`config.mk`:
```
export PLATFORM = sky130hd
export DESIGN_NAME = mux2_rr_arbiter_flat
export DESIGN_NICKNAME = d
export VERILOG_FILES = /design/src/rtl/mux2_rr_arbiter_if.sv /design/src/rtl/mux2_rr_arbiter.sv /design/src/flat_wrapper.sv
export SDC_FILE = /design/constraint.sdc
export NUM_CORES = 1
export LEC_CHECK = 0
export ABC_CLOCK_PERIOD_IN_PS = 1400
export CAP_MARGIN = 20
export CORE_UTILIZATION = 35
export CTS_CLUSTER_SIZE = 20
export DETAILED_ROUTE_END_ITERATION = 8
export PLACE_DENSITY = 0.83
export SLEW_MARGIN = 10
export SYNTH_ARGS = -nofsm -noshare
export SYNTH_HDL_FRONTEND = slang
export SYNTH_SLANG_ARGS = --single-unit
```
`constraint.sdc`:
```
create_clock -name clk -period 1.4 [get_ports clk]
set_input_delay 0.14 -clock clk [delete_from_list [all_inputs] [get_ports clk]]
set_output_delay 0.14 -clock clk [all_outputs]
set_load 0.005 [all_outputs]
```
`src/rtl/mux2_rr_arbiter_if.sv`:
```
// Handshake bundle between two requesters (A, B), the arbiter and the single output sink.
interface mux2_rr_arbiter_if #(parameter int unsigned WIDTH = 8);
  logic             a_valid;
  logic [WIDTH-1:0] a_data;
  logic             a_ready;
  logic             b_valid;
  logic [WIDTH-1:0] b_data;
  logic             b_ready;
  logic             sel;
  logic             x_valid;
  logic [WIDTH-1:0] x_data;
  logic             x_src;
  logic             x_ready;

  // Arbiter side.
  modport slave (
    input  a_valid, a_data, b_valid, b_data, x_ready,
    output a_ready, b_ready, sel, x_valid, x_data, x_src
  );

  // Environment side: drives both requesters and the sink.
  modport master (
    output a_valid, a_data, b_valid, b_data, x_ready,
    input  a_ready, b_ready, sel, x_valid, x_data, x_src
  );
endinterface

```
`src/rtl/mux2_rr_arbiter.sv`:
```
// Two-input round-robin arbiter feeding a one-entry registered output stage.
// sel/a_ready/b_ready are combinational; x_* come straight from registers.
module mux2_rr_arbiter #(
  parameter int unsigned WIDTH = 8
) (
  input  logic               clk,
  input  logic               rst,
  mux2_rr_arbiter_if.slave   bus
);

  logic             w_ld;
  logic             w_sel;
  logic             w_take;

  logic             r_last;
  logic             r_x_valid;
  logic             r_x_src;
  logic [WIDTH-1:0] r_x_data;

  // Grant: a lone requester wins; on contention the one not served last wins.
  always_comb begin
    w_ld  = ~r_x_valid | bus.x_ready;
    w_sel = r_last;
    case ({bus.a_valid, bus.b_valid})
      2'b10:   w_sel = 1'b0;
      2'b01:   w_sel = 1'b1;
      2'b11:   w_sel = ~r_last;
      default: w_sel = r_last;
    endcase
    w_take = w_ld & ~rst & (w_sel ? bus.b_valid : bus.a_valid);
  end

  assign bus.sel     = w_sel;
  assign bus.a_ready = w_ld & ~w_sel & ~rst;
  assign bus.b_ready = w_ld &  w_sel & ~rst;
  assign bus.x_valid = r_x_valid;
  assign bus.x_data  = r_x_data;
  assign bus.x_src   = r_x_src;

  // Output stage and last-served pointer; an idle drain keeps data/src and last.
  always_ff @(posedge clk) begin
    if (rst) begin
      r_x_valid <= 1'b0;
      r_x_data  <= '0;
      r_x_src   <= 1'b0;
      r_last    <= 1'b1;
    end else if (w_take) begin
      r_x_valid <= 1'b1;
      r_x_data  <= w_sel ? bus.b_data : bus.a_data;
      r_x_src   <= w_sel;
      r_last    <= w_sel;
    end else if (w_ld) begin
      r_x_valid <= 1'b0;
    end
  end

endmodule

```
`src/flat_wrapper.sv`:
```
// flat-port wrapper written by rule: the top's interface ports become plain ports
module mux2_rr_arbiter_flat 
#(
  parameter int unsigned WIDTH = 8
)
  (clk, rst, bus_a_valid, bus_a_data, bus_b_valid, bus_b_data, bus_x_ready, bus_a_ready, bus_b_ready, bus_sel, bus_x_valid, bus_x_data, bus_x_src);
  mux2_rr_arbiter_if #(.WIDTH(WIDTH)) bus_i ();
  input  logic clk;
  input  logic rst;
  input wire logic [$bits(bus_i.a_valid)-1:0] bus_a_valid;
  input wire logic [$bits(bus_i.a_data)-1:0] bus_a_data;
  input wire logic [$bits(bus_i.b_valid)-1:0] bus_b_valid;
  input wire logic [$bits(bus_i.b_data)-1:0] bus_b_data;
  input wire logic [$bits(bus_i.x_ready)-1:0] bus_x_ready;
  output wire logic [$bits(bus_i.a_ready)-1:0] bus_a_ready;
  output wire logic [$bits(bus_i.b_ready)-1:0] bus_b_ready;
  output wire logic [$bits(bus_i.sel)-1:0] bus_sel;
  output wire logic [$bits(bus_i.x_valid)-1:0] bus_x_valid;
  output wire logic [$bits(bus_i.x_data)-1:0] bus_x_data;
  output wire logic [$bits(bus_i.x_src)-1:0] bus_x_src;
  assign bus_i.a_valid = bus_a_valid;
  assign bus_i.a_data = bus_a_data;
  assign bus_i.b_valid = bus_b_valid;
  assign bus_i.b_data = bus_b_data;
  assign bus_i.x_ready = bus_x_ready;
  assign bus_a_ready = bus_i.a_ready;
  assign bus_b_ready = bus_i.b_ready;
  assign bus_sel = bus_i.sel;
  assign bus_x_valid = bus_i.x_valid;
  assign bus_x_data = bus_i.x_data;
  assign bus_x_src = bus_i.x_src;
  mux2_rr_arbiter #(.WIDTH(WIDTH)) u_core (.clk(clk), .rst(rst), .bus(bus_i));
endmodule
```
==> results_dict.tcl <==
set metrics [dict create \
    outcome "completed" \
    insertion_delay_ps 270 \
    ios 34 \
    synth-simple-area-share_pct 21.5 \
    setup_tns_ps 0 \
    synth_cells 54 \
    wl_um 1440 \
    die_area_sq_um 1800 \
    cp_slowest_cell "dfxtp_2" \
    hold_viol 0 \
    drc 0 \
    synth_fa_ha_area_share_pct 0 \
    max_freq_mhz 744 \
    avgSynthCellArea_sq_um 10.6 \
    synth.mux.area_fraction_pct 15.8 \
    seq_area_frac_synth_pct 38.6 \
    antenna_left 0 \
    synth_cell_types 19 \
    skew_ps 2.52 \
    vias 573 \
    path_buf_inv 2 \
    cts_tree "done" \
    clk_path_buf_depth 2 \
    final-setup-viol-count 0 \
    dpl-instance-area_sq_um 971 \
    drtIter0Drc 4 \
    viasPerCell 4.86 \
    wire_per_inst_um 12.2 \
    gp_congestion 0.720 \
    cp_max_fo 3 \
    required_ps 1260 \
    peakVddDrop_mv 0.469 \
    critPathCaptureType "output pin" \
    final_nets 124 \
    powerDensity_nw_per_um2 861 \
    drive_above_1_share_pct 40.2 \
    slew_viol_final 0 \
    die_x_um 42.4 \
    h-tree-depth 1 \
    clk_pin_slew_ps 70 \
    grt_util_all_layers_pct 17.6 \
    synth_flop_cell "dfxtp_1" \
    p_leak_nw 0.448 \
    place_hpwl_um 1070 \
    synth-seq-cells 11 \
    grt_max_degree 9 \
    port_buffers 33 \
    criticalPathCategory "reg2out" \
    die-height_um 42.4 \
    async_flop_share_pct 0 \
    crit_chain "nor2_2 > a21o_1 > buf_6 > nor3_2 > buf_2" \
    synth_compound_area_share_pct 16.4 \
    arrival_ps 1200 \
    crit_family "flip-flops" \
    ys_warn_count 0 \
    max-cap-violations 0 \
    syn2layout_area_growth_pct 83.1 \
    fin_crit_sh_pct 96.0 \
    numClockSinks 11 \
    syn_nets 75 \
    clockRootBuffer "clkbuf_4" \
    diodes 0 \
    final_cell_area_sq_um 1040 \
    antenna_found_initial 0 \
    first_global_vias 539 \
    max_stage_delay_ps 350 \
    start_util_pct 37.9 \
    first_pass_iters 4 \
    grt_pass1_wl_um 2210 \
    cts_buffers 3 \
    synth_xor_area_share_pct 0 \
    tightest_slew_ps 224 \
    min_period_ps 1340 \
    synth_edf_count 0 \
    max_slew_margin_pct 85.0 \
    crit_path_start_kind "flip-flop" \
    syn_area_sq_um 571 \
    fp.coreArea_sq_um 1510 \
    grt.overflow.total 0 \
    row_count 14 \
    hp-class "in2reg" \
    synth_top_family_by_area "simple AND/OR/NAND/NOR gates" \
]
power breakdown:
part / leakage [nW] / total [W] / switching, W / internal [W]
clock network: 0.0150 / 0.000226 / 0.000115 / 0.000110
registers: 0.0911 / 0.000364 / 0.0000181 / 0.000345
logic: 0.341 / 0.000310 / 0.000108 / 0.000203
total: 0.448 / 0.000900 / 0.000241 / 0.000659
placed cells by master, fill, tap and decap left out, types with 2 or more instances in the layout:
cell type	Yosys	routed
clkdlybuf4s50_1	0	29
a21oi_1	2	2
nor2_1	3	2
o21ai_2	8	8
buf_2	1	2
nand3b_1	6	6
nand3b_2	2	2
clkbuf_4	0	3
nor3_2	0	2
mux2i_1	9	6
dfxtp_1	11	10
mux2i_2	0	2
buf_4	0	14
logic make-up after synthesis:
group,after synthesis
multiplexers,9
AND/OR/NAND/NOR,17
AO/OA/AOI/OAI,12
buffers and inverters,5
flip-flops,11
registers in the layout, summed over array words and instances (netlist names):
name	flops
u_core.r_last	1
u_core.bus.x_data	8
u_core.bus.x_valid	1
u_core.bus.x_src	1
metrics by stage:
step / util (%) / hold WS [ps] / setup WS [ps] / power, W / std cells
2_1_floorplan: - / 313 / 114 / 0.000491 / 54
3_3_place_gp: 64.5 / 475 / -263 / 0.000651 / 111
3_5_place_dp: 64.5 / 474 / -347 / 0.000657 / 111
4_1_cts: 67.9 / 485 / 2.10 / 0.000895 / 119
5_1_grt: 69.4 / 348 / -3.50 / 0.000948 / 118
6_report: 69.4 / 314 / 55.5 / 0.000900 / 118
path summary, 6_finish.rpt:
| path | slack (ps) | end | cells after the start | startpoint |
|---|---|---|---|---|
| max | 60 | bus_b_ready | 5 | u_core.r_last |
| min | 310 | u_core.bus.x_valid | 4 | bus_b_valid |
| max reg2reg | 80 | u_core.bus.x_data[1] | 5 | u_core.bus.x_valid |
| min reg2reg | 480 | u_core.bus.x_data[5] | 2 | u_core.bus.x_data[5] |
tightest hold or removal path, delay by kind of cell:
| family | cells | cell delay [ps] |
|---|---|---|
| buf+inv | 2 | 240 |
| compound gates | 1 | 120 |
| simple gates | 1 | 40 |
synth_stat cells (all sizes together) (2+ instances only):
library cell | instances | area share (%)
nor3 | 2 | 1.8
buf | 3 | 6.4
nor2 | 3 | 2.0
dfxtp | 11 | 39
mux2i | 9 | 16
a21oi | 2 | 1.8
o21ai | 8 | 12
nand3b | 8 | 12
area by class of cell:
cell class / count / area (sq um)
timing repair buffer: 48 / 434
clock buffer: 4 / 26.3
inverter: 1 / 3.75
sequential: 11 / 221
multi-input combinational: 38 / 339
tap: 16 / 20.0
fill: 129 / 462
repair_timing:
| item | in CTS | in global routing |
|---|---|---|
| pin swaps | 1 | 1 |
| resized for setup | 13 | 9 |
| buffers inserted | 4 | 0 |
| hold buffers | 0 | 0 |
| setup endpoints to repair | 3 | 10 |
routing by layer:
metal  vias up  global-route usage, %  routed length, um
li1        289                      -                  -
met1       255                   16.8                566
met2        25                   31.7                733
met3         4                   1.72                 81
met4         0                   16.9                 59
met5         -                      0                  0
Power figures use the tool's default switching activity.
